## src/rtl/key_pkg.sv

```systemverilog
// Shared definitions for the push-button debounce block:
// per-channel FSM state encoding and a constant ceil-log2 helper.
package key_pkg;

    typedef enum logic [1:0] {
        IDLE         = 2'd0,
        PRESS_WAIT   = 2'd1,
        HELD         = 2'd2,
        RELEASE_WAIT = 2'd3
    } key_state_t;

    function automatic int clog2(input int value);
        int result;
        int rem;
        result = 0;
        rem    = value - 1;
        while (rem > 0) begin
            result = result + 1;
            rem    = rem >>> 1;
        end
        return result;
    endfunction

endpackage

```

## src/rtl/key_debounce_if.sv

```systemverilog
// Key bundle between the raw DE10 push-buttons and their consumers.
// The master drives the raw active-low pins; the slave (debouncer) returns clean events.
interface key_debounce_if #(
    parameter int N_KEYS = 2
);
    logic [N_KEYS-1:0] KEY_N;
    logic [N_KEYS-1:0] KEY_LVL;
    logic [N_KEYS-1:0] KEY_PRESS;
    logic [N_KEYS-1:0] KEY_RELEASE;
    logic [N_KEYS-1:0] KEY_LONG;

    modport master (
        output KEY_N,
        input  KEY_LVL,
        input  KEY_PRESS,
        input  KEY_RELEASE,
        input  KEY_LONG
    );

    modport slave (
        input  KEY_N,
        output KEY_LVL,
        output KEY_PRESS,
        output KEY_RELEASE,
        output KEY_LONG
    );
endinterface

```

## src/rtl/key_debounce_ch.sv

```systemverilog
// One push-button channel: 2-flop synchroniser, debounce FSM with a stability
// counter, hold counter for long-press detection, and registered event outputs.
module key_debounce_ch
    import key_pkg::*;
#(
    parameter int DEBOUNCE_CYCLES = 1_000_000,
    parameter int LONG_CYCLES     = 50_000_000
) (
    input  logic i_clk,
    input  logic i_rst_n,
    input  logic i_key_n,
    output logic o_lvl,
    output logic o_press,
    output logic o_release,
    output logic o_long
);
    localparam int DW = clog2(DEBOUNCE_CYCLES);
    localparam int HW = clog2(LONG_CYCLES + 1);
    localparam logic [DW-1:0] DCNT_LAST = DW'(DEBOUNCE_CYCLES - 1);
    localparam logic [DW-1:0] DCNT_ONE  = DW'(1);
    localparam logic [HW-1:0] HCNT_MAX  = HW'(LONG_CYCLES);
    localparam logic [HW-1:0] HCNT_ONE  = HW'(1);

    logic          r_sync1, r_sync2;
    key_state_t    r_state, w_state;
    logic [DW-1:0] r_dcnt, w_dcnt;
    logic [HW-1:0] r_hcnt, w_hcnt;
    logic          r_lvl, w_lvl;
    logic          r_press, w_press;
    logic          r_release, w_release;
    logic          r_long, w_long;
    logic          w_s;

    // Synchroniser idles at 1 so a reset looks like a released key.
    always_ff @(posedge i_clk or negedge i_rst_n) begin
        if (!i_rst_n) begin
            r_sync1 <= 1'b1;
            r_sync2 <= 1'b1;
        end else begin
            r_sync1 <= i_key_n;
            r_sync2 <= r_sync1;
        end
    end

    assign w_s = r_sync2;

    always_ff @(posedge i_clk or negedge i_rst_n) begin
        if (!i_rst_n) begin
            r_state   <= IDLE;
            r_dcnt    <= '0;
            r_hcnt    <= '0;
            r_lvl     <= 1'b0;
            r_press   <= 1'b0;
            r_release <= 1'b0;
            r_long    <= 1'b0;
        end else begin
            r_state   <= w_state;
            r_dcnt    <= w_dcnt;
            r_hcnt    <= w_hcnt;
            r_lvl     <= w_lvl;
            r_press   <= w_press;
            r_release <= w_release;
            r_long    <= w_long;
        end
    end

    // hcnt keeps counting on the edge HELD leaves for RELEASE_WAIT and is frozen
    // for every RELEASE_WAIT edge, so a release bounce of n cycles delays KEY_LONG by n.
    always_comb begin
        w_state   = r_state;
        w_dcnt    = r_dcnt;
        w_hcnt    = r_hcnt;
        w_lvl     = r_lvl;
        w_press   = 1'b0;
        w_release = 1'b0;
        w_long    = 1'b0;
        unique case (r_state)
            IDLE: begin
                w_lvl  = 1'b0;
                w_hcnt = '0;
                if (!w_s) begin
                    w_state = PRESS_WAIT;
                    w_dcnt  = DCNT_ONE;
                end
            end
            PRESS_WAIT: begin
                if (w_s) begin
                    w_state = IDLE;
                    w_dcnt  = '0;
                end else if (r_dcnt == DCNT_LAST) begin
                    w_state = HELD;
                    w_dcnt  = '0;
                    w_hcnt  = '0;
                    w_lvl   = 1'b1;
                    w_press = 1'b1;
                end else begin
                    w_dcnt = r_dcnt + DCNT_ONE;
                end
            end
            HELD: begin
                if (r_hcnt != HCNT_MAX) begin
                    w_hcnt = r_hcnt + HCNT_ONE;
                    w_long = (r_hcnt == HCNT_MAX - HCNT_ONE);
                end
                if (w_s) begin
                    w_state = RELEASE_WAIT;
                    w_dcnt  = DCNT_ONE;
                end
            end
            RELEASE_WAIT: begin
                if (!w_s) begin
                    w_state = HELD;
                    w_dcnt  = '0;
                end else if (r_dcnt == DCNT_LAST) begin
                    w_state   = IDLE;
                    w_dcnt    = '0;
                    w_hcnt    = '0;
                    w_lvl     = 1'b0;
                    w_release = 1'b1;
                end else begin
                    w_dcnt = r_dcnt + DCNT_ONE;
                end
            end
            default: begin
                w_state = IDLE;
            end
        endcase
    end

    assign o_lvl     = r_lvl;
    assign o_press   = r_press;
    assign o_release = r_release;
    assign o_long    = r_long;

endmodule

```

## src/rtl/key_debounce.sv

```systemverilog
// Debounce and event detection for the DE10 push-buttons; one independent
// key_debounce_ch per key, all in the single CLK domain.
module key_debounce
    import key_pkg::*;
#(
    parameter int N_KEYS          = 2,
    parameter int DEBOUNCE_CYCLES = 1_000_000,
    parameter int LONG_CYCLES     = 50_000_000
) (
    input  logic           CLK,
    input  logic           RST_N,
    key_debounce_if.slave  keys
);

    for (genvar g = 0; g < N_KEYS; g++) begin : g_ch
        key_debounce_ch #(
            .DEBOUNCE_CYCLES (DEBOUNCE_CYCLES),
            .LONG_CYCLES     (LONG_CYCLES)
        ) u_ch (
            .i_clk     (CLK),
            .i_rst_n   (RST_N),
            .i_key_n   (keys.KEY_N[g]),
            .o_lvl     (keys.KEY_LVL[g]),
            .o_press   (keys.KEY_PRESS[g]),
            .o_release (keys.KEY_RELEASE[g]),
            .o_long    (keys.KEY_LONG[g])
        );
    end

endmodule

```

## src/flat_wrapper.sv

```systemverilog
// flat-port wrapper written by rule: the top's interface ports become plain ports
module key_debounce_flat import key_pkg::*;
#(
    parameter int N_KEYS          = 2,
    parameter int DEBOUNCE_CYCLES = 1_000_000,
    parameter int LONG_CYCLES     = 50_000_000
)
  (CLK, RST_N, keys_KEY_N, keys_KEY_LVL, keys_KEY_PRESS, keys_KEY_RELEASE, keys_KEY_LONG);
  key_debounce_if #(.N_KEYS(N_KEYS)) keys_i ();
  input  logic CLK;
  input  logic RST_N;
  input wire logic [$bits(keys_i.KEY_N)-1:0] keys_KEY_N;
  output wire logic [$bits(keys_i.KEY_LVL)-1:0] keys_KEY_LVL;
  output wire logic [$bits(keys_i.KEY_PRESS)-1:0] keys_KEY_PRESS;
  output wire logic [$bits(keys_i.KEY_RELEASE)-1:0] keys_KEY_RELEASE;
  output wire logic [$bits(keys_i.KEY_LONG)-1:0] keys_KEY_LONG;
  assign keys_i.KEY_N = keys_KEY_N;
  assign keys_KEY_LVL = keys_i.KEY_LVL;
  assign keys_KEY_PRESS = keys_i.KEY_PRESS;
  assign keys_KEY_RELEASE = keys_i.KEY_RELEASE;
  assign keys_KEY_LONG = keys_i.KEY_LONG;
  key_debounce #(.N_KEYS(N_KEYS), .DEBOUNCE_CYCLES(DEBOUNCE_CYCLES), .LONG_CYCLES(LONG_CYCLES)) u_core (.CLK(CLK), .RST_N(RST_N), .keys(keys_i));
endmodule
```

## config.mk

```make
export PLATFORM = sky130hd
export DESIGN_NAME = key_debounce_flat
export DESIGN_NICKNAME = d
export VERILOG_FILES = /design/src/rtl/key_pkg.sv /design/src/rtl/key_debounce_if.sv /design/src/rtl/key_debounce_ch.sv /design/src/rtl/key_debounce.sv /design/src/flat_wrapper.sv
export SDC_FILE = /design/constraint.sdc
export NUM_CORES = 1
export LEC_CHECK = 0
export BUFFER_PORTS_ARGS = -buffer_cell sky130_fd_sc_hd__buf_2
export CAP_MARGIN = 5
export CORE_UTILIZATION = 45
export CTS_BUF_LIST = sky130_fd_sc_hd__clkbuf_16
export CTS_CLUSTER_DIAMETER = 50
export DETAILED_ROUTE_END_ITERATION = 16
export PLACE_DENSITY = 0.63
export SLEW_MARGIN = 25
export SYNTH_ARGS = -nofsm -noshare
export SYNTH_HDL_FRONTEND = slang
export SYNTH_SLANG_ARGS = --single-unit
```

## constraint.sdc

```tcl
create_clock -name CLK -period 6.2 [get_ports CLK]
set_input_delay 0.93 -clock CLK [delete_from_list [all_inputs] [get_ports CLK]]
set_output_delay 0.93 -clock CLK [all_outputs]
set_load 0.05 [all_outputs]
```

==> results.md <==
- Status: finished, final reports clean
- Placed insts: between 800 and 900
- Crit start category: register
- Least-Margin Pin Slew: 0.897 ns
- PostCTS Resize Cnt: 0
- Die height: around 120 µm
- Number of global-route vias before repair: between 4000 and 5000
- Worst R2R Start: u_core.g_ch[0].u_ch.r_dcnt[0]$_DFFE_PN0P_
- Commonest non-fill, non-tap cell in the layout: dfrtp_1
- Clk_skew: about 0.011 ns
- Initial Utilization: between 40% and 50%
- Crit path DAT: 3.03 ns
- GRT Util Overall: between 20% and 30%
- Fin crit share: between 40 and 50%
- WL final: between 10 and 15 mm
- Crit path max-delay cell type: or4_1
- DR vias: roughly 5200
- Pwr dens: a little over 200 nW/µm²
- Row count: 42
- Mapped Cells: between 600 and 700
- Initial antenna violation count: 0
- Nets: 666
- RD Place Congestion: between 0.8 and 0.9
- HP Start: u_core.g_ch[1].u_ch.r_sync1$_DFF_PN1_
- Worst Path Class, Setup: register to register
- Wire length per cell: around 16 µm
- Peak fanout along the critical path: 37
- Area growth syn-to-layout: 6.20%
- Final Max Tran Viols: 0
- Htree depth: 3
- Core ar.: roughly 13000 µm²
- Number of synthesized flops with an enable pin: 0
- Warnings, synthesis: 0
- CP required: approximately 6.5 ns
- Ports: 12
- Clk slew on worst S/H paths: roughly 0.070 ns
- Postcts setup bufs: 0
- Total CTS buffers: 9
- Synth Net Count: ~680
- Hold path depth: 0
- Port Buf Inserts: 11
- Die X: 118 µm
- CTS max path bufs: 2
- Cts hold-fix bufs: 0
- Post-route non-filler standard cell count: 837
- Crit. End Element: register
- Clk root buf: clkbuf_16
- HPWL Detailed: 8.84 mm
- DRT antenna net count: 0
- Mapped Avg Cell Area: between 9 and 10 µm²
- Seq cells post-synth: between 100 and 150
- # clock sinks: approximately 110
- DR vias/cell: approximately 6.2
- Slowest stage delay, CP: just over 0.6 ns
- Tmin final: 2.76 ns
- Crit path cell chain: ha_1 > nand3_1 > nor4_4 > a31oi_4 > or4_1 > a21oi_1
- Clk_lat worst skew: about 0.36 ns
- Largest net degree at the start of global routing: 62
- Share of layout cells above drive strength 1: 7.72%
- Hold Crit Class: register to register
- # diodes: 0
- Lkg Pwr: approximately 2.5 nW
- GRT overflow: 0
- Main synth FF type: dfrtp_1
- Synth async-reset ratio: 100%
- DR DRC count: 0
- Sequential area share after synthesis: between 40% and 50%
- R2r setup slk: ~3.4 ns
- Peak VDD IR: 0.000116 V
- DRT iter0 DRCs: around 360
- Pre-Repair DR Iteration Count: 5
- Worst r2r dst: u_core.g_ch[0].u_ch.r_hcnt[17]$_DFFE_PN0P_
- Fmax: ~0.36 GHz
- Unrepaired setup endpoints after global routing: false
- Netlist cell types: about 60
- TritonCTS clock tree: done
- Setup TNS Final: 0 ns
- Most frequent cells in the layout: dfrtp_1, nand2_1, a21oi_1
- Post-Syn Area: around 6000 µm²
- First-pass GRT wire length: around 23 mm
- Final Power: between 1 and 1.5 mW
- WHS Endpoint: u_core.g_ch[1].u_ch.r_sync2$_DFF_PN1_
- Die area: approximately 14000 µm²
- Worst rel slew slack: between 30% and 40%
- Max cap viols: 0
- Final setup viols: 0
- FF-to-FF path depth: 6
- Final hold violation count: 0
sequential cells by signal (all words and copies together), names as in the netlist, named ones only:
signal / cells
u_core.g_ch.u_ch.r_sync2: 2
u_core.g_ch.u_ch.o_long: 2
u_core.g_ch.u_ch.o_press: 2
u_core.g_ch.u_ch.r_state: 2
u_core.g_ch.u_ch.o_release: 2
u_core.g_ch.u_ch.o_lvl: 2
u_core.g_ch.u_ch.r_dcnt: 40
u_core.g_ch.u_ch.r_sync1: 2
u_core.g_ch.u_ch.r_hcnt: 52
worst max-delay path, delay by kind of cell (launching register included):
family | cells | cell delay [ns]
AOI/OAI and AO/OA | 2 | 0.58
adders and majority gates | 1 | 0.26
DFF | 1 | 0.45
and+or+nand+nor | 3 | 1.38
per-layer routing:
metal	GRT usage (%)	wire length [µm]	up-vias
li1	-	-	2509
met1	27.3	6410	2556
met2	31.7	6140	102
met3	4.87	553	11
met4	6.25	158	0
met5	0	0	-
cells by family after synthesis:
family / count (synthesis) / share of synthesized area, %
and+or+nand+nor: 273 / 25.5
muxes: 7 / 1.15
adders and majority gates: 6 / 1.23
xor gates and xnor gates: 9 / 1.29
DFF: 108 / 44.4
buffers and inverters: 68 / 5.03
AOI/OAI and AO/OA: 202 / 21.4
cells in the mapped netlist (5+ instances only):
cell,n,share of area [%]
xnor2_1,5,0.72
buf_2,5,0.41
o31ai_1,26,3.2
and3_1,7,0.72
a22o_1,5,0.72
inv_1,25,1.5
buf_4,8,0.98
mux2i_1,7,1.1
nor4_1,6,0.62
a31oi_1,28,2.9
a41oi_1,6,0.86
nand2b_1,7,0.72
nor3_1,15,1.2
a21oi_1,55,4.5
nand4_1,29,3.0
nor2_1,35,2.2
o21ai_0,41,3.4
dfrtp_1,104,43
a21o_1,8,0.98
or4_1,23,2.8
and2_1,8,0.82
ha_1,6,1.2
o211ai_1,6,0.74
nand2_1,61,3.8
clkbuf_1,24,1.5
nor4b_1,5,0.72
or3_1,6,0.62
nand3_1,45,3.7
worst max path at each step:
| stage | from | endpoint | slack (ns) | cells past startpoint |
|---|---|---|---|---|
| 2_1_floorplan | u_core.g_ch[0].u_ch.r_dcnt[0]$_DFFE_PN0P_ | u_core.g_ch[0].u_ch.r_hcnt[23]$_DFFE_PN0P_ | 3.97 | 7 |
| 3_3_place_gp | u_core.g_ch[0].u_ch.r_dcnt[0]$_DFFE_PN0P_ | u_core.g_ch[0].u_ch.r_hcnt[23]$_DFFE_PN0P_ | 3.59 | 6 |
| 3_5_place_dp | u_core.g_ch[0].u_ch.r_dcnt[0]$_DFFE_PN0P_ | u_core.g_ch[0].u_ch.r_hcnt[23]$_DFFE_PN0P_ | 3.46 | 6 |
| 4_1_cts | u_core.g_ch[0].u_ch.r_dcnt[0]$_DFFE_PN0P_ | u_core.g_ch[0].u_ch.r_hcnt[23]$_DFFE_PN0P_ | 3.44 | 6 |
| 5_1_grt | u_core.g_ch[0].u_ch.r_dcnt[0]$_DFFE_PN0P_ | u_core.g_ch[0].u_ch.r_hcnt[17]$_DFFE_PN0P_ | 3.22 | 6 |
| 6_report | u_core.g_ch[0].u_ch.r_dcnt[0]$_DFFE_PN0P_ | u_core.g_ch[0].u_ch.r_hcnt[17]$_DFFE_PN0P_ | 3.44 | 6 |
power by group:
group / switching (mW) / internal [mW]
logic: 0.0490 / 0.0186
clock network: 0.269 / 0.271
registers: 0.0149 / 0.714
total: 0.333 / 1.00
per-stage QoR:
step | cell area (µm²) | util [%] | worst slack, ns | hold slack (ns)
6_report | 6480 | 48.9 | 3.44 | 0.353
5_1_grt | 6480 | 48.9 | 3.22 | 0.358
4_1_cts | 6480 | 48.9 | 3.44 | 0.353
3_5_place_dp | 6200 | 46.9 | 3.46 | 0.347
3_3_place_gp | 6200 | 46.8 | 3.59 | 0.346
2_1_floorplan | 6100 | - | 3.97 | 0.345
cell type report:
class | count | area, µm²
clock buffer | 9 | 225
clock inverter | 7 | 46.3
fill | 1308 | 6770
inverter | 26 | 97.6
multi-input combinational | 497 | 3100
sequential | 108 | 2710
tap | 176 | 220
timing repair buffer | 14 | 80.1
(Power assumes the default switching activity.)
